## config.mk

```make
export PLATFORM = sky130hd
export DESIGN_NAME = shallow_fifo_stream_reader
export DESIGN_NICKNAME = d
export VERILOG_FILES = /design/src/rtl/shallow_fifo_stream_reader.sv
export SDC_FILE = /design/constraint.sdc
export NUM_CORES = 1
export LEC_CHECK = 0
export ABC_AREA = 1
export CAP_MARGIN = 25
export CORE_ASPECT_RATIO = 0.7
export CORE_MARGIN = 2
export CORE_UTILIZATION = 40
export DETAILED_ROUTE_END_ITERATION = 16
export PLACE_DENSITY = 0.64
export REMOVE_ABC_BUFFERS = 1
export SKIP_LAST_GASP = 1
export SLEW_MARGIN = 0
export SYNTH_ARGS = -nofsm -noshare
export SYNTH_HDL_FRONTEND = slang
export SYNTH_SLANG_ARGS = --single-unit
```

## constraint.sdc

```tcl
create_clock -name clk -period 2.7 [get_ports clk]
set_input_delay 0.54 -clock clk [delete_from_list [all_inputs] [get_ports clk]]
set_output_delay 0.54 -clock clk [all_outputs]
set_load 0.05 [all_outputs]
```

## src/rtl/shallow_fifo_stream_reader.sv

```systemverilog
// shallow_fifo_stream_reader: two-entry skid buffer turning a show-ahead FIFO into a valid/ready stream.
// Reads are issued from occupancy alone, so m_ready never reaches fifo_rd_en combinationally.
module shallow_fifo_stream_reader #(
  parameter int DATA_WIDTH = 8,
  parameter int CNT_WIDTH  = 16
) (
  input  logic                  clk,
  input  logic                  rst_n,
  input  logic                  fifo_empty,
  input  logic [DATA_WIDTH-1:0] fifo_rd_data,
  output logic                  fifo_rd_en,
  output logic                  m_valid,
  input  logic                  m_ready,
  output logic [DATA_WIDTH-1:0] m_data,
  input  logic                  flush,
  output logic [1:0]            occupancy,
  output logic [CNT_WIDTH-1:0]  word_cnt
);
  typedef enum logic [1:0] {EMPTY = 2'd0, ONE = 2'd1, TWO = 2'd2} state_t;
  state_t                state_q, state_d;
  logic [DATA_WIDTH-1:0] head_q, head_d, skid_q, skid_d;
  logic [CNT_WIDTH-1:0]  cnt_q, cnt_d;
  logic                  push, pop;
  assign fifo_rd_en = rst_n & ~fifo_empty & (state_q != TWO) & ~flush;
  assign m_valid    = state_q != EMPTY;
  assign push       = fifo_rd_en;
  assign pop        = m_valid & m_ready;
  assign m_data     = head_q;
  assign occupancy  = state_q;
  assign word_cnt   = cnt_q;
  always_comb begin
    state_d = state_q;
    head_d  = head_q;
    skid_d  = skid_q;
    cnt_d   = cnt_q + CNT_WIDTH'(pop);
    case (state_q)
      EMPTY: if (push) begin
        state_d = ONE;
        head_d  = fifo_rd_data;
      end
      ONE: if (push && pop) head_d = fifo_rd_data;
      else if (push) begin
        state_d = TWO;
        skid_d  = fifo_rd_data;
      end else if (pop) state_d = EMPTY;
      TWO: if (pop) begin
        state_d = ONE;
        head_d  = skid_q;
      end
      default: state_d = EMPTY;
    endcase
    // a pop in the flush cycle is still counted above; only buffered words are dropped
    if (flush) state_d = EMPTY;
  end
  always_ff @(posedge clk or negedge rst_n) begin
    if (!rst_n) begin
      state_q <= EMPTY;
      head_q  <= '0;
      skid_q  <= '0;
      cnt_q   <= '0;
    end else begin
      state_q <= state_d;
      head_q  <= head_d;
      skid_q  <= skid_d;
      cnt_q   <= cnt_d;
    end
  end
endmodule

```

==> flow_summary.toml, run 1 <==
[outcome]
outcome = "complete, no violations"

[clock_tree]
insertion_delay_ps = 290
cts.path.max_buffers = 2
cts.clk_slew.worst_paths_ps = 70
cts_tree = "done"
clock-root-buffer = "clkbuf_8"
post-cts-setup-buffers = 0
htreeDepth = 2
hold_buffers = 0
tritoncts.num_buffers = 5
cts_resized = 0
cts_sinks = 34

[cells_and_area]
layout_commonest_cell = "nand2_1"
fin_nets = 263
antenna_cells = 0
mostFrequentLayoutCells = "nand2_1, clkdlybuf4s50_1, dfrtp_1"
num-fill-cells = 357
drive_gt1_frac = 0.07631
area_delta_synth_final_pct = 36.57

[global_route]
grt_pass1_wl_mm = 6.327
grt_pass1_vias = 1282
antenna_found_initial = 0
grt_usage = 0.1797
grt_max_degree = 35
globalRouteOverflowTotal = 0

[timing]
timing.fmax_mhz = 430.6
layout_min_cycle_time_ps = 2323
maxSlewHeadroom = 0.6630
setup_slack_ps = 377.4
rsz0062_at_grt = "false"
final-setup-viol-count = 0
skew_ps = 10.60
worst_slew_pin_slew_ps = 503.9
slew_viol_final = 0
finalCritPeriodShare = 0.8602
hold_viol = 0
tns_ps = 0

[power_and_ir_drop]
power_mw = 1.926
clkPwrFrac = 0.296
switchingPower_uw = 719.5
seq_power_share = 0.367
p_per_area_nw_per_um2 = 842.8
p_comb_frac = 0.337
ir_drop_uv = 686.2
p_sw_frac = 0.3737
power_leakage_nw = 1.101
internal-power_mw = 1.206

[placed_design]
pre_cts_ws_ps = 222.6
io_buffers = 40
gp_congestion = 0.8844
hpwl_mm = 2.727

[routing]
dr.pass1.iters = 4
wl_per_cell_um = 12.75
ant_nets = 0
drtIter0Drc = 108
routed_wl_mm = 3.839
drt-vias-per-instance = 4.814
via_count = 1449
drc = 0

[setup_path]
worstPathRequired_ps = 2160
cp_max_fo = 7
arrival_ps = 1780
r2r_cells = 8
worstSetupEndpointType = "primary output"
startpoint_type = "flop"
crit_type = "flop to primary output"

[logic_synthesis]
muxShareOfSynthArea = 0
synthSimpleGateAreaFrac = 0.3470
ys_ff_latch = 34
synth_area_leaders = "dfrtp_1, nand2_1, nand3_1"
yosysWarnings = 0
synth_area_um2 = 1673
synth_seq_area_share = 0.5086
syn_area_per_cell_um2 = 8.323
synth_area_leader_cell = "dfrtp_1"
synth_compound_gate_area_share = 0.02693
synth_cell_types = 23
synth_xor_area_frac = 0.05236
synth_fa_ha_area_frac = 0.01496
synth_top_area_frac = 0.5086
synth_top_family_by_area = "simple AND/OR/NAND/NOR gates"
synth_cells = 201

[worst_hold_path]
min_path_cells = 2
hold_class = "flop to flop"

[floorplanning]
die_w_um = 81.30
core_area_um2 = 3970
start_util = 0.4214
row_count = 19
die_area_um2 = 4724
die_height_um = 58.11
ios = 41

[job]
maxCapViolCount = 0
[registers in the layout, indices dropped and copies added, names as in the netlist]
register   count
m_data         8
occupancy      2
skid_q         8
word_cnt      16
[path summary, 6_finish.rpt]
path	end	from	slack, ps
max	m_valid	occupancy[0]	380
min	skid_q[4]	skid_q[4]	470
max reg2reg	word_cnt[12]	occupancy[0]	780
min reg2reg	skid_q[4]	skid_q[4]	470
max in group asynchronous	occupancy[1]	rst_n	1640
min in group asynchronous	skid_q[2]	rst_n	750
[final cells by class]
| type | count | area, µm² | area share |
|---|---|---|---|
| Clock buffer | 5 | 68.82 | 0.03012 |
| Clock inverter | 3 | 68.82 | 0.03012 |
| Inverter | 14 | 52.55 | 0.02300 |
| Multi-Input combinational cell | 149 | 738.2 | 0.3231 |
| Sequential cell | 34 | 850.8 | 0.3724 |
| Tap cell | 52 | 65.06 | 0.02848 |
| Timing Repair Buffer | 44 | 440.4 | 0.1928 |
[Yosys cell counts]
master,instances
buf_6,1
nand3_4,1
a21oi_1,1
o21ai_2,1
nor3_1,5
ha_1,2
nand2b_1,1
nand3_1,24
nor2_1,11
xnor2_1,3
dfrtp_1,34
nor2_2,1
o21ai_0,3
nand3b_1,1
inv_1,13
nand4_1,11
nand2_1,75
buf_4,2
xor2_1,7
a21oi_4,1
nand2_2,1
inv_2,1
buf_2,1
[per-layer routing]
metal	vias to the layer above	wire length, µm	GRT usage
li1	750	-	-
met1	662	2088	0.2935
met2	32	1544	0.2190
met3	5	155	0.04050
met4	0	50	0.07990
met5	-	0	0
[metrics by stage]
stage / util / hold WS [ps] / cell area, µm² / instances
2_1_floorplan: - / 244.4 / 1642 / 197
3_3_place_gp: 0.5408 / 454.9 / 2147 / 293
3_5_place_dp: 0.5408 / 460.0 / 2147 / 293
4_1_cts: 0.5755 / 477.2 / 2285 / 301
5_1_grt: 0.5755 / 490.3 / 2285 / 301
6_report: 0.5755 / 473.3 / 2285 / 301
[power groups by stage]
stage | clock network, mW | logic (mW) | registers [mW]
after global routing | 0.605 | 0.693 | 0.722
after CTS | 0.579 | 0.654 | 0.707
final | 0.569 | 0.649 | 0.707
after detailed placement | 0 | 0.650 | 0.715
after floorplan | 0 | 0.149 | 0.973
after global placement | 0 | 0.648 | 0.713
[kinds of logic (layout without fill, tap and decap cells)]
kind of cell | count (synthesis) | in the layout
AO/OA/AOI/OAI | 6 | 6
XOR/XNOR | 10 | 10
adder cells (fa/ha/maj) | 2 | 2
buffers and inverters | 18 | 66
flip-flops | 34 | 34
AND/OR/NAND/NOR | 131 | 131
[critical path, cell delays in order, from the launching register on]
cell and delay, ps:
dfrtp_1 470, nor2_1 100, inv_1 110, clkdlybuf4s50_1 810
(Power assumes the default switching activity.)
==> run 2: changes to the inputs <==
CORE_MARGIN = 4   (was 2)
MAX_ROUTING_LAYER = met4   (was not set)
==> run 2 against run 1 <==
Against the previous run: count of clock-buffer cells in the layout unchanged; non-clock buffer count unchanged; global-route usage down 1.9 points; via count up 3.0%; total power down 5.9%; largest cell class unchanged.
==> flow_summary.toml, run 2 (synthesis results as in run 1) <==
[outcome]
outcome = "complete, no violations"

[placed_design]
io_buffers = 40
hpwl_mm = 2.890
gp_congestion = 0.8349

[setup_path]
ff2ff_setup_slack_ps = 760
reg2reg_from = "occupancy[0]"
startpoint_type = "flop"
cp_max_fo = 7
rr_endpoint = "word_cnt[12]"
worstSetupEndpointType = "primary output"
arrival_ps = 1770
crit_type = "flop to primary output"
path_cells = "nor2_1 > inv_1 > clkdlybuf4s50_1"
worst_path_max_delay_cell = "clkdlybuf4s50_1"
r2r_cells = 8
cp_slowest_stage_delay_ps = 810
worstPathRequired_ps = 2160

[global_route]
grt_max_degree = 36
grt_pass1_wl_mm = 6.575
antenna_found_initial = 0
grt_pass1_vias = 1409
globalRouteOverflowTotal = 0
grt_usage = 0.1603

[timing]
skew_ps = 3.571
slew_viol_final = 0
rsz0062_at_grt = "false"
finalCritPeriodShare = 0.8562
worst_slew_pin_slew_ps = 498.4
layout_min_cycle_time_ps = 2312
maxSlewHeadroom = 0.6667
timing.fmax_mhz = 432.6
tns_ps = 0
hold_viol = 0
hold_slack_ps = 471.5
final-setup-viol-count = 0

[clock_tree]
tritoncts.num_buffers = 5
cts.path.max_buffers = 2
cts_resized = 0
post-cts-setup-buffers = 0
cts.clk_slew.worst_paths_ps = 70
cts_sinks = 34
insertion_delay_ps = 290
hold_buffers = 0
cts_tree = "done"
htreeDepth = 2
clock-root-buffer = "clkbuf_8"

[worst_hold_path]
hold_class = "flop to flop"
holdCritStartpoint = "m_data[1]"
min_path_cells = 2
min_to = "m_data[1]"

[routing]
via_count = 1493
routed_wl_mm = 3.859
drc = 0
drt-vias-per-instance = 4.960
wl_per_cell_um = 12.82
ant_nets = 0
dr.pass1.iters = 4
drtIter0Drc = 106

[cells_and_area]
area_delta_synth_final_pct = 34.85
layout_commonest_cell = "nand2_1"
largest_register_ffs = 16
antenna_cells = 0
fin_nets = 263
mostFrequentLayoutCells = "nand2_1, clkdlybuf4s50_1, dfrtp_1"
drive_gt1_frac = 0.07631

[job]
maxCapViolCount = 0

[floorplanning]
start_util = 0.4214
core_area_um2 = 3970
die_w_um = 85.30
die_height_um = 62.11
row_count = 19
die_area_um2 = 5297
ios = 41

[power_and_ir_drop]
p_per_area_nw_per_um2 = 803.3
power_leakage_nw = 1.091
ir_drop_uv = 427.3
-- run 2: changes by cell type in the layout (fill, tap and decap cells not counted), sizes merged --
cell and change:
clkinv +1, bufinv -1
-- run 2: critical path: cells and delay by family (launching register included) --
family | cells | cell delay [ps]
buffers and inverters | 2 | 910
DFF | 1 | 480
and+or+nand+nor | 1 | 100
-- run 2: cell type report --
cell class,instances,area (µm²)
Fill cell,357,1714
Inverter,14,52.55
Timing Repair Buffer,44,440.4
Clock inverter,3,40.04
Tap cell,52,65.06
Sequential cell,34,850.8
Multi-Input combinational cell,149,738.2
Clock buffer,5,68.82
-- run 2: stage by stage --
stage / setup slack (ps) / cell area [µm²] / utilization / power (mW) / cells
3_5_place_dp: 203.3 / 2147 / 0.5408 / 1.365 / 293
4_1_cts: 393.5 / 2256 / 0.5682 / 1.834 / 301
3_3_place_gp: 268.3 / 2147 / 0.5408 / 1.362 / 293
2_1_floorplan: 428.7 / 1642 / - / 1.122 / 197
5_1_grt: 324.3 / 2256 / 0.5682 / 1.911 / 301
6_report: 388.1 / 2256 / 0.5682 / 1.812 / 301
-- run 2: worst max-delay path by stage --
stage,start,endpoint,slack [ps]
3_5_place_dp,m_ready,word_cnt[12],200
4_1_cts,occupancy[0],m_valid,390
6_report,occupancy[0],m_valid,390
2_1_floorplan,occupancy[1],word_cnt[12],430
5_1_grt,m_ready,word_cnt[12],320
3_3_place_gp,m_ready,word_cnt[12],270
-- run 2: per-layer routing --
layer	GRT usage	vias to the layer above	wire, µm
li1	-	745	-
met1	0.2295	694	1942
met2	0.2151	49	1618
met3	0.04095	5	243
met4	0.06522	0	55
met5	-	-	0
-- run 2: power by group --
part           internal [mW]  switching [mW]
Clock                  0.271           0.187
Combinational          0.212           0.436
Sequential             0.624          0.0816
==> run 3: changes to the inputs <==
--- a/config.mk
+++ b/config.mk
@@ -9,5 +9,4 @@
 export CAP_MARGIN = 25
 export CORE_ASPECT_RATIO = 0.7
-export CORE_MARGIN = 4
 export CORE_UTILIZATION = 40
 export DETAILED_ROUTE_END_ITERATION = 16
@@ -16,5 +15,5 @@
 export REMOVE_ABC_BUFFERS = 1
 export SKIP_LAST_GASP = 1
-export SLEW_MARGIN = 0
+export SLEW_MARGIN = 20
 export SYNTH_ARGS = -nofsm -noshare
 export SYNTH_HDL_FRONTEND = slang
==> constraint.sdc (replaced) <==
create_clock -name clk -period 2.7 [get_ports clk]
set_input_delay 0.405 -clock clk [delete_from_list [all_inputs] [get_ports clk]]
set_output_delay 0.405 -clock clk [all_outputs]
set_load 0.05 [all_outputs]
==> run 3 against run 2 <==
Against the previous run: sequential power about the same; register-to-register slack barely moved; core utilization decreased by 0.63 points; die area decreased by 16%; worst setup slack better by 140 ps; sequential share of layout area grew 0.42 points; critical path depth is the same; total power shrank 4.0%; largest cell class unchanged.
==> flow_summary.toml, run 3 (synthesis results as in run 1) <==
[outcome]
outcome = "complete, no violations"

[timing]
final-setup-viol-count = 0
timing.fmax_mhz = 461.1
skew_ps = 5.598
maxSlewHeadroom = 0.6680
hold_slack_ps = 471.3
hold_viol = 0
setup_slack_ps = 531.5
layout_min_cycle_time_ps = 2169
rsz0062_at_grt = "false"
finalCritPeriodShare = 0.8032
tns_ps = 0
worst_slew_pin_slew_ps = 496.5
slew_viol_final = 0

[placed_design]
gp_congestion = 0.8359
hpwl_mm = 2.587
io_buffers = 40
pre_cts_ws_ps = 354.5

[clock_tree]
hold_buffers = 0
tritoncts.num_buffers = 5
insertion_delay_ps = 290
htreeDepth = 2
cts_tree = "done"
cts.clk_slew.worst_paths_ps = 70
cts_resized = 0
post-cts-setup-buffers = 0
cts.path.max_buffers = 2
cts_sinks = 34
clock-root-buffer = "clkbuf_8"

[routing]
ant_nets = 0
drc = 0
drt-vias-per-instance = 4.813
wl_per_cell_um = 12.20
drtIter0Drc = 98
dr.pass1.iters = 4
via_count = 1444
routed_wl_mm = 3.659

[setup_path]
worstPathRequired_ps = 2300
cp_max_fo = 7
crit_type = "flop to primary output"
arrival_ps = 1760
worstSetupEndpointType = "primary output"
r2r_cells = 8
rr_endpoint = "word_cnt[12]"
startpoint_type = "flop"
ff2ff_setup_slack_ps = 770
reg2reg_from = "occupancy[0]"

[worst_hold_path]
holdCritStartpoint = "skid_q[5]"
min_to = "skid_q[5]"
hold_class = "flop to flop"
min_path_cells = 2

[cells_and_area]
mostFrequentLayoutCells = "nand2_1, clkdlybuf4s50_1, dfrtp_1"
drive_gt1_frac = 0.06855
fin_nets = 262
layout_commonest_cell = "nand2_1"
area_delta_synth_final_pct = 33.36
largest_register_ffs = 16
antenna_cells = 0

[floorplanning]
start_util = 0.4214
die_w_um = 79.30
die_height_um = 56.11
ios = 41
die_area_um2 = 4449
row_count = 19
core_area_um2 = 3970

[global_route]
grt_pass1_vias = 1291
grt_pass1_wl_mm = 6.030
grt_usage = 0.1884
globalRouteOverflowTotal = 0
grt_max_degree = 36
antenna_found_initial = 0

[power_and_ir_drop]
p_per_area_nw_per_um2 = 779.8
ir_drop_uv = 442.2
power_leakage_nw = 1.076

[job]
maxCapViolCount = 0
-- run 3: changes by cell type in the layout (fill, tap and decap cells not counted) --
cell       previous run  this run
clkbuf_1              0         1
clkbuf_8              5         6
clkinv_2              2         1
buf_4                 4         3
bufinv_16             1         0
-- run 3: per-stage QoR --
step                power (mW)  instances  cell area (µm²)  utilization
finish                   1.740        300             2231       0.5619
global route             1.841        300             2231       0.5619
CTS                      1.757        300             2231       0.5619
detailed placement       1.361        292             2140       0.5389
global placement         1.358        292             2140       0.5389
floorplan                1.122        197             1642            -
-- run 3: worst max-delay path: stages, from the launching register on --
cell and delay [ps]:
dfrtp_1 470, nor2_1 100, inv_1 100, clkdlybuf4s50_1 800
-- run 3: per-layer routing --
metal  track usage  wire length, µm  up-vias
met5             -                0        -
met4       0.08831               80        0
met1        0.2848             1917      646
li1              -                -      743
met2        0.2229             1462       48
met3       0.05574              199        7
-- run 3: how the worst max path moves through the flow --
stage	start	end	cells past startpoint
after floorplan	occupancy[1]	word_cnt[12]	8
after global placement	m_ready	word_cnt[12]	9
after detailed placement	m_ready	word_cnt[12]	9
after CTS	occupancy[0]	m_valid	3
after global routing	m_ready	word_cnt[12]	9
final	occupancy[0]	m_valid	3
-- run 3: layout make-up --
cell class	count	area (µm²)
clock buffer	7	86.33
fill	353	1739
sequential	34	850.8
multi-input combinational	149	738.2
inverter	14	52.55
clock inverter	1	5.005
tap	52	65.06
timing repair buffer	43	432.9
-- run 3: power breakdown --
part           switching (mW)  internal [mW]
Combinational           0.434          0.211
Clock                   0.185          0.206
Sequential             0.0798          0.624
Total                   0.699           1.04
